## src/rtl/cryptochip_serial_pkg.sv

```systemverilog
// Shared types and constants for the serial message receive path.
package cryptochip_serial_pkg;

    typedef enum logic [1:0] {
        IDLE   = 2'd0,
        DATA   = 2'd1,
        PARITY = 2'd2
    } state_e;

    localparam logic        START_BIT          = 1'b1;
    localparam int unsigned DEFAULT_WORD_WIDTH = 32;

endpackage

```

## src/rtl/ser_shift_reg.sv

```systemverilog
// Serial-to-parallel shift register with running XOR of the bits shifted since the last clear.
// MSB_FIRST=1 shifts toward the MSB so the first bit ends in [WORD_WIDTH-1].
module ser_shift_reg #(
    parameter int unsigned WORD_WIDTH = 32,
    parameter bit          MSB_FIRST  = 1'b1
) (
    input  logic                  clk,
    input  logic                  reset_n,
    input  logic                  i_clr,
    input  logic                  i_shift_en,
    input  logic                  i_bit,
    output logic [WORD_WIDTH-1:0] o_data_next_c,
    output logic                  o_parity
);

    logic [WORD_WIDTH-1:0] r_data;
    logic                  r_parity;
    logic [WORD_WIDTH-1:0] w_shifted;

    if (MSB_FIRST) begin : g_msb_first
        assign w_shifted = {r_data[WORD_WIDTH-2:0], i_bit};
    end else begin : g_lsb_first
        assign w_shifted = {i_bit, r_data[WORD_WIDTH-1:1]};
    end

    // Next-cycle contents, exposed so the final bit can be captured on the edge that samples it.
    always_comb begin
        o_data_next_c = r_data;
        if (i_clr) begin
            o_data_next_c = '0;
        end else if (i_shift_en) begin
            o_data_next_c = w_shifted;
        end
    end

    always_ff @(posedge clk or negedge reset_n) begin
        if (!reset_n) begin
            r_data   <= '0;
            r_parity <= 1'b0;
        end else begin
            r_data <= o_data_next_c;
            if (i_clr) begin
                r_parity <= 1'b0;
            end else if (i_shift_en) begin
                r_parity <= r_parity ^ i_bit;
            end
        end
    end

    assign o_parity = r_parity;

endmodule

```

## src/rtl/msg_deserializer.sv

```systemverilog
// Serial frame receiver: start bit, WORD_WIDTH data bits, optional even parity, valid/ready word port.
// Optional feature macro: PARITY_CHECK_EN adds a trailing even-parity bit and the parity_err flag.
module msg_deserializer
    import cryptochip_serial_pkg::*;
#(
    parameter int unsigned WORD_WIDTH = DEFAULT_WORD_WIDTH,
    parameter bit          MSB_FIRST  = 1'b1
) (
    input  logic                  clk,
    input  logic                  reset_n,
    input  logic                  ser_in,
    input  logic                  ser_valid,
    output logic [WORD_WIDTH-1:0] word_out,
    output logic                  word_valid,
    input  logic                  word_ready,
    output logic                  busy,
    output logic                  overrun,
    output logic                  parity_err,
    input  logic                  clear_err
);

    localparam int unsigned          CNT_W    = $clog2(WORD_WIDTH);
    localparam logic [CNT_W-1:0]     LAST_CNT = CNT_W'(WORD_WIDTH - 1);

    state_e                r_state;
    logic [CNT_W-1:0]      r_cnt;
    logic [WORD_WIDTH-1:0] r_word;
    logic                  r_word_valid;
    logic                  r_busy;
    logic                  r_overrun;
    logic                  r_parity_err;

    logic                  w_start;
    logic                  w_shift_en;
    logic                  w_done;
    logic                  w_bad_parity;
    logic                  w_accept;
    logic                  w_full;
    logic                  w_xfer;
    logic [WORD_WIDTH-1:0] w_data_next;
    logic                  w_parity;

    assign w_start    = (r_state == IDLE) && ser_valid && (ser_in == START_BIT);
    assign w_shift_en = (r_state == DATA) && ser_valid;

`ifdef PARITY_CHECK_EN
    assign w_done       = (r_state == PARITY) && ser_valid;
    assign w_bad_parity = w_done && (w_parity ^ ser_in);
`else
    logic w_parity_unused;
    assign w_done          = w_shift_en && (r_cnt == LAST_CNT);
    assign w_bad_parity    = 1'b0;
    assign w_parity_unused = w_parity;
`endif

    assign w_accept = w_done && !w_bad_parity;
    assign w_full   = r_word_valid && !word_ready;
    assign w_xfer   = r_word_valid && word_ready;

    ser_shift_reg #(
        .WORD_WIDTH (WORD_WIDTH),
        .MSB_FIRST  (MSB_FIRST)
    ) u_shift (
        .clk           (clk),
        .reset_n       (reset_n),
        .i_clr         (w_start),
        .i_shift_en    (w_shift_en),
        .i_bit         (ser_in),
        .o_data_next_c (w_data_next),
        .o_parity      (w_parity)
    );

    // Frame FSM, holding register and sticky error flags.
    always_ff @(posedge clk or negedge reset_n) begin
        if (!reset_n) begin
            r_state      <= IDLE;
            r_cnt        <= '0;
            r_word       <= '0;
            r_word_valid <= 1'b0;
            r_busy       <= 1'b0;
            r_overrun    <= 1'b0;
            r_parity_err <= 1'b0;
        end else begin
            case (r_state)
                IDLE: begin
                    if (w_start) begin
                        r_state <= DATA;
                        r_busy  <= 1'b1;
                        r_cnt   <= '0;
                    end
                end
                DATA: begin
                    if (w_shift_en) begin
                        if (r_cnt == LAST_CNT) begin
                            r_cnt <= '0;
`ifdef PARITY_CHECK_EN
                            r_state <= PARITY;
`else
                            r_state <= IDLE;
                            r_busy  <= 1'b0;
`endif
                        end else begin
                            r_cnt <= r_cnt + CNT_W'(1);
                        end
                    end
                end
                PARITY: begin
                    if (ser_valid) begin
                        r_state <= IDLE;
                        r_busy  <= 1'b0;
                    end
                end
                default: begin
                    r_state <= IDLE;
                    r_busy  <= 1'b0;
                end
            endcase

            // A completed word only replaces the holding register when it is empty or draining.
            if (w_accept && !w_full) begin
                r_word       <= w_data_next;
                r_word_valid <= 1'b1;
            end else if (w_xfer) begin
                r_word_valid <= 1'b0;
            end

            r_overrun    <= (w_accept && w_full) || (r_overrun && !clear_err);
            r_parity_err <= w_bad_parity || (r_parity_err && !clear_err);
        end
    end

    assign word_out   = r_word;
    assign word_valid = r_word_valid;
    assign busy       = r_busy;
    assign overrun    = r_overrun;
    assign parity_err = r_parity_err;

endmodule

```

## config.mk

```make
export PLATFORM = sky130hd
export DESIGN_NAME = msg_deserializer
export DESIGN_NICKNAME = d
export VERILOG_FILES = /design/src/rtl/cryptochip_serial_pkg.sv /design/src/rtl/ser_shift_reg.sv /design/src/rtl/msg_deserializer.sv
export SDC_FILE = /design/constraint.sdc
export NUM_CORES = 1
export LEC_CHECK = 0
export ABC_AREA = 1
export ABC_CLOCK_PERIOD_IN_PS = 2100
export BUFFER_PORTS_ARGS = -buffer_cell sky130_fd_sc_hd__buf_2
export CORE_MARGIN = 2
export CORE_UTILIZATION = 24
export DETAILED_ROUTE_END_ITERATION = 10
export PLACE_DENSITY = 0.45
export SLEW_MARGIN = 20
export SYNTH_ARGS = -nofsm -noshare
export SYNTH_HDL_FRONTEND = slang
export SYNTH_SLANG_ARGS = --single-unit
```

## constraint.sdc

```tcl
create_clock -name clk -period 2.1 [get_ports clk]
set_input_delay 0.105 -clock clk [delete_from_list [all_inputs] [get_ports clk]]
set_output_delay 0.105 -clock clk [all_outputs]
set_load 0.02 [all_outputs]
```

* After elaboration in Yosys (flattened, before gate mapping)
Cells that the tools add are included.
** Storage, ports and cells
- Output and inout port bits :: 36
- Bits in latches :: 0
- Input port bits :: 6
- Memories :: 0
- Bits in read-only memories :: 0
- Register bits after elaboration :: 75
- Word-level logic and storage cells :: 53
- RAM bits :: 0
** Cells by class
- Order comparisons :: 0
- $add $sub $neg :: 1
- Multipliers :: 0
- Bitwise logic cells :: 0
- Divide/modulo/power cells :: 0
- Mux-type cells :: 18
- Equal/unequal tests :: 7
- Shift-type cells :: 0
- Reductions and logical operators :: 19
** Operator list (count)
- $mux 32 :: 2
- $mux 5 :: 3
- $logic_and 1x1->1 :: 10
- $pmux 5 s2 :: 1
- $mux 2 :: 4
- $mux 1 :: 6
- $pmux 2 s3 :: 1
- $add 5x1->5 const B :: 1
- $eq 5x5->1 const B :: 1
- $ne 2x1->1 const B :: 2
- $ne 2x2->1 const B :: 2
- $reduce_and 4->1 :: 1
- $reduce_bool 2->1 :: 2
- $logic_not 1->1 :: 3
- $pmux 1 s3 :: 1
- $reduce_and 3->1 :: 1
- $eq 2x1->1 const B :: 1
- $eq 2x2->1 const B :: 1
- $logic_not 2->1 :: 1
- $logic_or 1x1->1 :: 1

* Longest topological paths before layout
- Word-level depth :: 5
- Depth in mapped cells :: 9
- Depth with buffers taken out :: 8

* By module
A second synthesis with hierarchy kept.
** Unflattened totals
- Cells, all modules :: 327
- Area, all modules :: 3113.0 µm²
** Modules (own cells, without submodules)
- msg_deserializer :: times used 1, cells each 183, sequential area each 1026.0 µm², area an instance 1818.0 µm²
- ser_shift_reg :: times used 1, cells each 144, sequential area each 825.8 µm², area an instance 1295.0 µm²

* Least setup slack after synthesis
Ideal clock, no wire load.
- Path type :: reg2reg
- From :: reg r_cnt[0]
- To :: reg r_word[0] (netlist: word_out[0])
- Arrival time :: 1.503 ns
- Buffers on the path :: 1
- Setup slack :: 0.532 ns
- Library setup time :: 0.065 ns
- Period minus slack after synthesis :: 1.568 ns
- Data required time :: 2.035 ns
- Cell stages (with the launch flop) :: 10
- Path through :: dfrtp_1 ha_1 nand2_1 nor2_1 ha_1 nand3_1 nor2_2 buf_2 nand2_1 nand2_1
** On the way
- Longest elaborated chain between the ends :: 3
** Ends and longest elaborated chain
- start: declaration :: RTL line msg_deserializer.sv:26 : logic [CNT_W-1:0] r_cnt;
- start signal: assignment :: RTL line msg_deserializer.sv:103 : r_cnt <= r_cnt + CNT_W'(1);
- $eq 5x5->1 :: RTL line msg_deserializer.sv:51 : assign w_done = w_shift_en && (r_cnt == LAST_CNT);
- $logic_and 1x1->1 :: RTL line msg_deserializer.sv:51
- $logic_and 1x1->1 :: RTL line msg_deserializer.sv:120 : if (w_accept && !w_full) begin
- end signal: assignment :: RTL line msg_deserializer.sv:121 : r_word <= w_data_next;
- end: declaration :: RTL line msg_deserializer.sv:27 : logic [WORD_WIDTH-1:0] r_word;
Every way passes these cells.
A chain may end at the register's enable or synchronous reset.

* Worst setup path in the final report
- From :: reg r_cnt[0]
- To :: reg r_word[31] (netlist: word_out[31])
The elaborated chain is that of the path after synthesis.

==> results.py <==
metrics = {
    "critical_path": {
        "worstSetupPathType": "reg -> reg",
        "crit_arrival_ns": 1.97,
        "cp-end-kind": "flip-flop",
        "cp_max_fo": 32,
        "required_ns": 2.37,
        "rr_endpoint": "word_out[31]",
        "r2r_start": "r_cnt[0]",
        "r2r_slack_ns": 0.40,
        "reg2reg_depth": 9,
        "start_kind": "flip-flop",
    },
    "timing": {
        "maxSlewHeadroom": 0.570,
        "fmax_mhz": 587,
        "worst_slew_pin_slew_ns": 0.645,
        "finalMaxSlewViolations": 0,
        "finalCriticalPeriod_ns": 1.70,
        "fin_crit_sh": 0.811,
        "rsz0062_at_grt": "false",
        "setup_viol": 0,
        "tns_ns": 0,
        "clock_skew_ns": 0.00552,
        "hold_ws_ns": 0.0467,
        "finalHoldViolCount": 0,
    },
    "place": {
        "dp_cells": 501,
        "io_buffers": 41,
        "postPlaceCellArea_um2": 3270,
        "dpl.hpwl_um": 4040,
        "place_congestion": 0.728,
    },
    "power": {
        "p_per_area_nw_per_um2": 903,
        "switching_share": 0.216,
        "ir_drop_uv": 279,
        "seqPwrFrac": 0.465,
        "p_clk_frac": 0.475,
        "combinationalPowerShare": 0.059,
        "cellLeakagePower_nw": 2.09,
        "p_total_mw": 3.25,
        "switching_power_mw": 0.701,
        "p_int_mw": 2.55,
    },
    "floorplan": {
        "num_rows": 39,
        "die_y_um": 114,
        "initial_utilization": 0.249,
        "dieArea_um2": 12900,
        "core_um2": 11600,
        "die_w_um": 114,
        "pin_count": 42,
    },
    "routing": {
        "wirelength_um": 6170,
        "vias": 2204,
        "wl_per_cell_um": 11.9,
        "drc": 0,
        "detail-route-antenna-nets": 0,
        "drt_iter0_markers": 154,
        "viasPerCell": 4.25,
        "drtPass1Iterations": 5,
    },
    "layout": {
        "final_cells": 519,
        "nFillCells": 1213,
        "drive_above_1_share": 0.184,
        "final_cell_area_um2": 3600,
        "syn_to_final_growth_pct": 25.0,
        "final_net_count": 379,
        "num_antenna_cells": 0,
    },
    "synth": {
        "synth-simple-area-share": 0.310,
        "syn_nets": 331,
        "synth-xor-area-share": 0,
        "synthDistinctLibCells": 17,
        "synth_commonest_cells": "176 x nand2_1, 73 x dfrtp_1, 36 x nand3_1",
        "avgSynthCellArea_um2": 8.91,
        "synth.top_cell.area_share": 0.635,
        "muxShareOfSynthArea": 0,
        "synth_edf_count": 0,
        "yosysTopAreaCell": "dfrtp_1",
        "yosysSeqAreaShare": 0.635,
        "netlist_area_um2": 2880,
        "synth_top_family_by_area": "simple AND/OR/NAND/NOR gates",
        "async_flop_share": 1.00,
        "synthAdderAreaFrac": 0.00870,
        "synth_compound_area_frac": 0.00565,
        "ys_ff_latch": 73,
        "ys_warn_count": 0,
        "yosysMostFrequentCell": "nand2_1",
        "synth_ff_type": "dfrtp_1",
        "synthCells": 323,
        "yosys-top-cells-area": "dfrtp_1 63%, nand2_1 23%, nand3_1 6.3%",
    },
    "clocking": {
        "ctsLongestPathBuffers": 2,
        "cts_sinks": 73,
        "cts.clk_slew.worst_paths_ns": 0.05,
        "cts_buffers": 9,
        "cts_tree": "done",
        "h-tree-depth": 3,
        "root_buffer": "clkbuf_16",
        "worstSkewPairLatency_ns": 0.33,
    },
    "run_status": {
        "status": "finished, final reports clean",
    },
    "hold_path": {
        "hp-class": "in -> reg",
        "min_to": "u_shift.r_data[0]",
        "holdPathStages": 3,
        "min_from": "ser_in",
    },
    "run": {
        "drv_cap": 0,
    },
    "global_route": {
        "grt_max_degree": 35,
        "grt_overflow": 0,
        "grt_pass1_wl_um": 10900,
        "antenna_found_initial": 0,
        "grt_pass1_vias": 2262,
        "grt.total_usage": 0.107,
    },
}
through the flow:
step / worst slack (ns) / utilization
floorplan: 0.532 / -
global placement: 0.428 / 0.283
detailed placement: 0.387 / 0.283
CTS: 0.372 / 0.311
global route: 0.212 / 0.311
finish: 0.396 / 0.311
worst max-delay path by stage:
stage	from	to	cells past startpoint
after floorplan	r_cnt[0]	word_out[0]	9
after global routing	r_cnt[0]	word_out[30]	9
after global placement	r_cnt[0]	word_out[7]	9
final	r_cnt[0]	word_out[31]	9
after detailed placement	r_cnt[0]	word_out[4]	9
after CTS	r_cnt[0]	word_out[31]	9
logic make-up (layout without fill, tap and decap cells):
kind of cell	count (synthesis)	after routing
compound gates	3	3
fa+ha+maj	2	2
buf+inv	24	77
flops	73	73
simple gates	221	221
power by group through the flow:
stage | logic [mW] | clock network [mW] | registers (mW)
global route | 0.233 | 1.66 | 1.52
finish | 0.193 | 1.54 | 1.51
CTS | 0.199 | 1.60 | 1.51
global placement | 0.192 | 0 | 1.54
floorplan | 0.124 | 0 | 1.53
detailed placement | 0.196 | 0 | 1.54
layout make-up:
type / count / area, um^2 / share of cell area
timing repair buffer: 52 / 318 / 0.0883
inverter: 9 / 33.8 / 0.00939
tap: 143 / 179 / 0.0497
clock inverter: 2 / 35.0 / 0.00974
multi-input combinational: 226 / 932 / 0.259
sequential: 73 / 1830 / 0.508
clock buffer: 14 / 274 / 0.0761
routing by layer:
layer,vias up,track usage,wire (um)
li1,1106,-,-
met1,1049,0.138,3030
met2,37,0.163,2740
met3,12,0.0255,237
met4,0,0.0634,169
met5,-,0,0
sequential cells by signal, indices dropped and copies added (netlist names):
name and flops:
u_shift.r_data 32, word_out 32, r_cnt 5, busy 1, overrun 1, parity_err 1
word_valid 1
critical path, cell delays in order, from the launching register on:
cell,delay [ns]
dfrtp_1,0.40
ha_1,0.18
nand2_1,0.07
nor2_1,0.09
ha_1,0.20
nand3_1,0.16
nor2_2,0.18
buf_12,0.20
nand2_1,0.08
nand2_1,0.06
placed cells by master (no fill, tap or decap):
cell and n:
clkbuf_1 2, clkbuf_16 9, clkinv_2 1, nor2_1 4
a21oi_1 1, dlygate4sd3_1 2, nand2_1 176, inv_1 8
nand3_1 36, nor2_2 1, buf_4 7, nand2_2 1
buf_12 2, o21ai_0 1, clkbuf_8 3, buf_2 41
dfrtp_1 73, o22ai_1 1, inv_2 1, ha_1 2
or2_2 1, nand4_1 1, bufinv_16 1, nand3_2 1
what timing repair did:
action | in CTS | in global routing
hold buffers | 2 | 0
endpoints found under the hold margin | 27 | 0
resized for setup | 0 | 0
setup buffers | 0 | 0
(Power assumes the default switching activity.)
